==> src/rtl/vga_sync_decoder.sv <==
// Purpose : recovers pixel coordinates and colour from a 640x480 VGA hsync/vsync/rgb stream and verifies its timing.
// Latency : 2 clocks from an rgb sample on the input pins to pix_rgb/pix_x/pix_y/pix_valid.
// Backpressure: none; the raster arrives at pixel rate and every output is produced every clock.
//
// Ports:
//   clk, rst               pixel clock, synchronous active-high reset
//   hsync, vsync, rgb      raw sync (active-low) and colour from the source
//   pix_valid/x/y/rgb      registered visible-pixel outputs, zero outside the visible area or while unlocked
//   frame_start            one-clock pulse alongside pixel (0,0)
//   locked, err_cnt        timing lock indicator and saturating count of lock losses
module vga_sync_decoder #(
   parameter int H_TOTAL     = 800,
   parameter int H_SYNC      = 96,
   parameter int H_VIS_START = 144,
   parameter int H_VIS_END   = 783,
   parameter int V_TOTAL     = 525,
   parameter int V_VIS_START = 35,
   parameter int V_VIS_END   = 514
) (
   input  logic       clk,
   input  logic       rst,
   input  logic       hsync,
   input  logic       vsync,
   input  logic [2:0] rgb,
   output logic       pix_valid,
   output logic [9:0] pix_x,
   output logic [9:0] pix_y,
   output logic [2:0] pix_rgb,
   output logic       frame_start,
   output logic       locked,
   output logic [7:0] err_cnt
);

   localparam logic [9:0]  CNT_MAX = 10'h3FF;
   localparam logic [9:0]  H_LAST  = 10'(H_TOTAL - 1);
   localparam logic [9:0]  H_PW    = 10'(H_SYNC);
   localparam logic [9:0]  H_VS    = 10'(H_VIS_START);
   localparam logic [9:0]  H_VE    = 10'(H_VIS_END);
   localparam logic [9:0]  V_VS    = 10'(V_VIS_START);
   localparam logic [9:0]  V_VE    = 10'(V_VIS_END);
   localparam logic [10:0] V_LINES = 11'(V_TOTAL);

   localparam logic [1:0] ST_UNLOCKED = 2'd0;
   localparam logic [1:0] ST_ACQUIRE  = 2'd1;
   localparam logic [1:0] ST_LOCKED   = 2'd2;

   // input stage and one delayed copy of the syncs for edge detection
   logic       hs_r, vs_r, hs_d, vs_d;
   logic [2:0] rgb_r;

   logic [9:0] h_cnt, v_cnt, pw_cnt;
   logic       pw_bad;
   logic [1:0] state, good_frames;

   logic        h_edge, v_edge, h_rise;
   logic        line_good, frame_good, line_bad, frame_bad, h_timeout;
   logic        h_vis, v_vis, vis;
   logic [10:0] frame_lines;

   assign h_edge = hs_d & ~hs_r;
   assign v_edge = vs_d & ~vs_r;
   assign h_rise = ~hs_d & hs_r;

   // v_cnt counts h_edges after the previous v_edge; a coincident h_edge belongs to the frame now ending
   assign frame_lines = {1'b0, v_cnt} + {10'd0, h_edge};
   assign line_good   = (h_cnt == H_LAST) && !pw_bad;
   assign frame_good  = (frame_lines == V_LINES);
   assign line_bad    = h_edge && !line_good;
   assign frame_bad   = v_edge && !frame_good;
   assign h_timeout   = (h_cnt == CNT_MAX);

   assign h_vis  = (h_cnt >= H_VS) && (h_cnt <= H_VE);
   assign v_vis  = (v_cnt >= V_VS) && (v_cnt <= V_VE);
   assign locked = (state == ST_LOCKED);
   assign vis    = locked && h_vis && v_vis;

   // syncs reset to their inactive level so no edge is seen on the first clock out of reset
   always_ff @(posedge clk) begin
      if (rst) begin
         hs_r  <= 1'b1;
         vs_r  <= 1'b1;
         hs_d  <= 1'b1;
         vs_d  <= 1'b1;
         rgb_r <= 3'd0;
      end else begin
         hs_r  <= hsync;
         vs_r  <= vsync;
         hs_d  <= hs_r;
         vs_d  <= vs_r;
         rgb_r <= rgb;
      end
   end

   always_ff @(posedge clk) begin
      if (rst) begin
         h_cnt  <= 10'd0;
         v_cnt  <= 10'd0;
         pw_cnt <= 10'd0;
         pw_bad <= 1'b0;
      end else begin
         if (h_edge)
            h_cnt <= 10'd0;
         else if (h_cnt != CNT_MAX)
            h_cnt <= h_cnt + 10'd1;

         if (v_edge)
            v_cnt <= 10'd0;
         else if (h_edge && (v_cnt != CNT_MAX))
            v_cnt <= v_cnt + 10'd1;

         // pw_cnt holds the number of low clocks so far, starting at 1 on the falling edge
         if (h_edge)
            pw_cnt <= 10'd1;
         else if (!hs_r && (pw_cnt != CNT_MAX))
            pw_cnt <= pw_cnt + 10'd1;

         // the line is judged at the h_edge using pw_bad, then the flag starts afresh
         if (h_edge)
            pw_bad <= 1'b0;
         else if (h_rise && (pw_cnt != H_PW))
            pw_bad <= 1'b1;
      end
   end

   always_ff @(posedge clk) begin
      if (rst) begin
         state       <= ST_UNLOCKED;
         good_frames <= 2'd0;
         err_cnt     <= 8'd0;
      end else begin
         case (state)
            ST_UNLOCKED: begin
               if (v_edge) begin
                  state       <= ST_ACQUIRE;
                  good_frames <= 2'd0;
               end
            end
            ST_ACQUIRE: begin
               if (line_bad || frame_bad) begin
                  state <= ST_UNLOCKED;
               end else if (v_edge) begin
                  // second good frame in a row completes acquisition
                  if (good_frames == 2'd1)
                     state <= ST_LOCKED;
                  good_frames <= good_frames + 2'd1;
               end
            end
            ST_LOCKED: begin
               if (line_bad || frame_bad || h_timeout) begin
                  state <= ST_UNLOCKED;
                  if (err_cnt != 8'hFF)
                     err_cnt <= err_cnt + 8'd1;
               end
            end
            default: state <= ST_UNLOCKED;
         endcase
      end
   end

   // uses the current state, so pix_valid falls one clock after locked does
   always_ff @(posedge clk) begin
      if (rst) begin
         pix_valid   <= 1'b0;
         pix_x       <= 10'd0;
         pix_y       <= 10'd0;
         pix_rgb     <= 3'd0;
         frame_start <= 1'b0;
      end else begin
         pix_valid   <= vis;
         pix_x       <= vis ? (h_cnt - H_VS) : 10'd0;
         pix_y       <= vis ? (v_cnt - V_VS) : 10'd0;
         pix_rgb     <= vis ? rgb_r : 3'd0;
         frame_start <= vis && (h_cnt == H_VS) && (v_cnt == V_VS);
      end
   end

endmodule

==> config.mk <==
export PLATFORM = sky130hd
export DESIGN_NAME = vga_sync_decoder
export DESIGN_NICKNAME = d
export VERILOG_FILES = /design/src/rtl/vga_sync_decoder.sv
export SDC_FILE = /design/constraint.sdc
export NUM_CORES = 1
export LEC_CHECK = 0
export ABC_CLOCK_PERIOD_IN_PS = 4100
export CORE_MARGIN = 2
export CORE_UTILIZATION = 55
export DETAILED_ROUTE_END_ITERATION = 7
export DONT_BUFFER_PORTS = 1
export PLACE_DENSITY = 0.82
export RECOVER_POWER = 25
export SKIP_CTS_REPAIR_TIMING = 1
export SYNTH_ARGS = -nofsm -noshare
export SYNTH_HDL_FRONTEND = slang
export SYNTH_SLANG_ARGS = --single-unit
export TNS_END_PERCENT = 5
==> constraint.sdc <==
create_clock -name clk -period 4.1 [get_ports clk]
set_input_delay 0.41 -clock clk [delete_from_list [all_inputs] [get_ports clk]]
set_output_delay 0.41 -clock clk [all_outputs]
set_load 0.02 [all_outputs]
== Word level (Yosys, flattened, before mapping) ==
Index checks and enable logic that the tools add are counted.

* Register bits after elaboration: 75
* Input bits: 7
* Output and inout port bits: 34
* Word-level logic and storage cells: 95

* $add $sub $neg: 8
* Magnitude comparators: 4
* Eq/ne operators: 19
* Multiplexer cells: 12
* Bitwise gates (word level): 7
* Reductions and logical operators: 27

{| class="wikitable"
|+ Operators with widths
! kind !! number
|-
| $add 10x1->10 const B || 3
|-
| $ne 10x10->1 const B || 3
|-
| $eq 10x10->1 const B || 2
|-
| $le 10x10->1 const B || 2
|-
| $mux 2 || 8
|-
| $logic_and 1x1->1 || 12
|-
| $add 10x1->11 || 1
|-
| $eq 11x10->1 const B || 1
|-
| $eq 10x6->1 const B || 1
|-
| $eq 10x8->1 const B || 1
|-
| $ge 10x6->1 const B || 1
|-
| $ge 10x8->1 const B || 1
|-
| $ne 10x7->1 const B || 1
|-
| $sub 10x6->10 const B || 1
|-
| $sub 10x8->10 const B || 1
|-
| $add 8x1->8 const B || 1
|-
| $ne 8x8->1 const B || 1
|-
| $reduce_and 4->1 || 2
|-
| $ne 2x2->1 const B || 3
|-
| $ne 3x3->1 const B || 2
|-
| $pmux 2 s3 || 1
|-
| $reduce_or 2->1 || 3
|-
| $eq 2x1->1 const B || 2
|-
| $logic_not 1->1 || 4
|-
| other kinds (11) || 19
|}

== Depth between registers and ports, before layout ==
* Word-level depth: 10
* Depth in mapped cells: 10
* Mapped depth without buffers: 9

== Worst setup path before layout ==
No wires, ideal clock.

* Kind: flip-flop to flip-flop
* Start: reg h_cnt[4]
* End: reg err_cnt[0]
* Library setup time: 0.119 ns
* Arrival time: 2.224 ns
* Required time: 3.981 ns
* Slack: 1.757 ns
* Cell stages (with the launch flop): 9
* Buffers on the path: 1
* Clock period less this slack: 2.343 ns
* Cell sequence: dfxtp_1 -> ha_1 -> or4b_1 -> o31a_1 -> or2_4 -> nor4_4 -> buf_6 -> or3_2 -> a21oi_2

* Word-level cells in the longest chain between the ends: 7
* Elaborated cells on any way between the ends: 8

{| class="wikitable"
|+ RTL lines
! what !! RTL line !! text
|-
| start: declaration || 51 || <nowiki>logic [9:0] h_cnt, v_cnt, pw_cnt;</nowiki>
|-
| start signal: assignment || 104 || <nowiki>h_cnt <= h_cnt + 10'd1;</nowiki>
|-
| $eq 10x10->1 || 66 || <nowiki>assign line_good = (h_cnt == H_LAST) && !pw_bad;</nowiki>
|-
| $logic_and 1x1->1 || 66 ||
|-
| $logic_not 1->1 || 68 || <nowiki>assign line_bad = h_edge && !line_good;</nowiki>
|-
| $logic_and 1x1->1 || 68 ||
|-
| $logic_or 1x1->1 || 149 || <nowiki>if (line_bad || frame_bad || h_timeout) begin</nowiki>
|-
| $logic_or 1x1->1 * || 149 ||
|-
| $reduce_and 3->1 (no source line) * || -- ||
|-
| end signal: assignment || 152 || <nowiki>err_cnt <= err_cnt + 8'd1;</nowiki>
|-
| end: declaration || 31 || <nowiki>output logic [7:0] err_cnt</nowiki>
|}

Mark *: on every way between the ends. The rest lies on a longest branch, timed or not.
A chain may end at the register's enable or synchronous reset.

== Worst setup path in the final report ==
Ends and elaborated chain as after synthesis.

==> results.md <==
- Core area: 6350 um^2
- Clock transition at path regs: 0.08 ns
- Post-synth EDFFs: 0
- Initial antenna violation count: 0
- Worst-Skew Late Latency: 0.36 ns
- DR WL/cell: 13.83 um
- Layout Cells excl Fill: 479
- Die extent in y: 84.90 um
- P_leak: 1.364 nW
- Yosys reg bits: 75
- Final GP Congestion: 0.8587
- Startpoint Class: flop
- P per Cell Area: 352.9 nW/um^2
- DP HPWL: 4.597 mm
- GR Util All Layers: 19.58%
- Slew HR: 52.77%
- Worst Path Max Fanout: 14
- Reg-to-Reg Start: h_cnt[4]
- Critical Path Source: h_cnt[4]
- Max-cap violations: 0
- Drt total wl: 6.623 mm
- Fin. max-slew vios: 0
- Die area: 7208 um^2
- Reg-to-reg slack, setup: 1.30 ns
- Setup TNS: 0 ns
- Clock share of power: 39.9%
- Status: completed
- Setup Viol. Count Final: 0
- Worst Hold Launch: rst
- Crit path DAT: 3.04 ns
- Vias in the first global route: 2608
- Ys async rst share: 0%
- Period minus WS final: 2.797 ns
- Io pins: 41
- Nets: 418
- Pint: 999.0 uW
- Placed Instances: 463
- Highest-count cells in the layout ignoring fill and taps: 75 x dfxtp_1, 50 x nor2_1, 27 x nand2_1, 21 x a21oi_1, 20 x xnor2_1
- CTS Buffer Depth: 2
- Drt pass-1 iters: 4
- Sequential share of power: 56.5%
- WP data required: 4.35 ns
- Syn avg cell area: 8.801 um^2
- Cell class contributing the biggest share of worst-path delay: simple AND/OR/NAND/NOR gates
- Tcrit/Tclk final: 68.23%
- Max VDD drop: 0.0002700 V
- R2R cell count: 7
- Width of the die: 84.90 um
- Avg Vias per Cell: 5.752
- FF-to-FF End: err_cnt[0]
- Synth Flop Type: dfxtp_1
- Post-route DRC: 0
- H-tree levels: 3
- Port buffer count: 0
- Root Driver: clkbuf_8
- Antenna Violating Nets Remaining: 0
- RSZ-0062 raised after global routing: no
- Combinational power share: 3.7%
- Layout cell share with drive strength beyond 1: 9.453%
- Critical path class: flop to flop
- Syn Nets: 430
- Mapped Cells: 409
- Synth warn: 0
- Number of DRC markers in iteration 0: 173
- CP max stage delay: 0.67 ns
- Rows: 29
- CTS tree: built
- Most common cell after layout, fill and taps aside: dfxtp_1
- Starting Density: 56.69%
- Worst Hold End: err_cnt[1]
- Final Hold Vio Count: 0
- Switching share of power: 24.62%
- CTS Buf Count: 9
- Critical path cell sequence: ha_1 -> or4b_1 -> o31a_1 -> or2_4 -> nor4_4 -> or3_2 -> a21oi_2
- Fmax: 357.5 MHz
- Area grow syn2layout: 4.310%
- CP endpoint kind: flop
- Largest net degree at the start of global routing: 30
- Count of cell types in the netlist: 63
- P_sw: 326.2 uW
- CTS sink cnt: 75
- Gr ovfl total: 0
- CP max stage cell: nor4_4
- Seq/Total Area, Yosys: 41.71%
- Measured slew at the worst slew-check pin: 0.7032 ns
- First-pass GRT wire length: 11.52 mm
- Vias: 2755
- Antenna cells: 0
- Final Skew: 0.01131 ns
- Worst path bufs/invs: 0
- Mapped cell area: 3600 um^2
- Hold Crit Class: input port to flop
- Hold Crit Depth: 1
-- flip-flops by register name, summed over array words and instances (netlist names) --
signal       cells
pix_x           10
err_cnt          8
rgb_r            3
pix_rgb          3
h_cnt           10
frame_start      1
hs_d             1
state            2
pw_cnt          10
pix_y           10
v_cnt           10
pw_bad           1
pix_valid        1
hs_r             1
vs_r             1
good_frames      2
vs_d             1
-- stage by stage --
step	util [%]	hold WS [ns]	setup WS (ns)	instance area, um^2	total power, mW
floorplan	-	0.4057	1.757	3600	0.8090
global placement	56.18	0.4092	1.418	3567	0.8123
detailed placement	56.18	0.4144	1.359	3567	0.8146
CTS	59.13	0.1016	1.334	3755	1.337
global route	59.13	0.09740	1.116	3755	1.376
finish	59.13	0.1151	1.303	3755	1.325
-- synth_stat cells, drive strengths merged, types with 5 or more instances --
| library cell | count | area, um^2 |
|---|---|---|
| nand2 | 27 | 101.4 |
| or2 | 7 | 46.30 |
| xnor2 | 20 | 175.2 |
| and2 | 7 | 43.79 |
| a21oi | 23 | 122.6 |
| nor2 | 50 | 187.7 |
| buf | 16 | 100.1 |
| clkbuf | 9 | 43.79 |
| inv | 14 | 52.55 |
| nor4 | 5 | 52.55 |
| nand4 | 7 | 43.79 |
| and3 | 9 | 57.56 |
| nand2b | 6 | 45.04 |
| ha | 14 | 175.2 |
| nor2b | 7 | 43.79 |
| nor3 | 16 | 85.08 |
| nand3 | 17 | 85.08 |
| o21ai | 10 | 57.55 |
| or4 | 5 | 37.54 |
| nand3b | 5 | 37.54 |
| xor2 | 10 | 87.58 |
| dfxtp | 75 | 1501 |
| or3 | 7 | 45.05 |
| o31ai | 8 | 60.06 |
-- power by group through the flow --
stage	logic, mW	registers (mW)	clock network [mW]
2_1_floorplan	0.0483	0.761	0
3_3_place_gp	0.0472	0.765	0
3_5_place_dp	0.0490	0.766	0
4_1_cts	0.0493	0.748	0.539
5_1_grt	0.0563	0.750	0.569
6_report	0.0487	0.748	0.528
-- layer usage --
layer	wire (um)	vias to the layer above	track usage (%)
met5	0	-	0
met4	119	0	6.638
met3	296	10	6.323
met2	3029	66	31.21
met1	3178	1285	25.14
li1	-	1394	-
-- worst max-delay path by stage --
| stage | to | cells past startpoint | slack [ns] |
|---|---|---|---|
| CTS | err_cnt[1] | 7 | 1.33 |
| global route | err_cnt[4] | 7 | 1.12 |
| global placement | err_cnt[0] | 7 | 1.42 |
| floorplan | err_cnt[0] | 8 | 1.76 |
| finish | err_cnt[0] | 7 | 1.30 |
| detailed placement | err_cnt[6] | 7 | 1.36 |
-- kinds of logic (layout without fill, tap and decap cells) --
family,count (synthesis),after routing,synth area share [%]
muxes,2,2,0.5909
DFF,75,75,41.71
adders and majority gates,14,14,4.866
AOI/OAI and AO/OA,60,60,11.30
buffers and inverters,39,32,5.457
xor gates and xnor gates,30,30,7.299
and+or+nand+nor,189,189,28.78
-- area by class of cell --
type | count | area, um^2
multi-input cells | 295 | 1902
repair buffers | 2 | 15.01
clock buffers | 10 | 137.6
inverters | 14 | 52.55
well taps | 77 | 96.34
flip-flops and latches | 75 | 1501
clock inverters | 6 | 50.05
fillers | 549 | 2595
No activity file was read; power rests on OpenSTA's default activity.
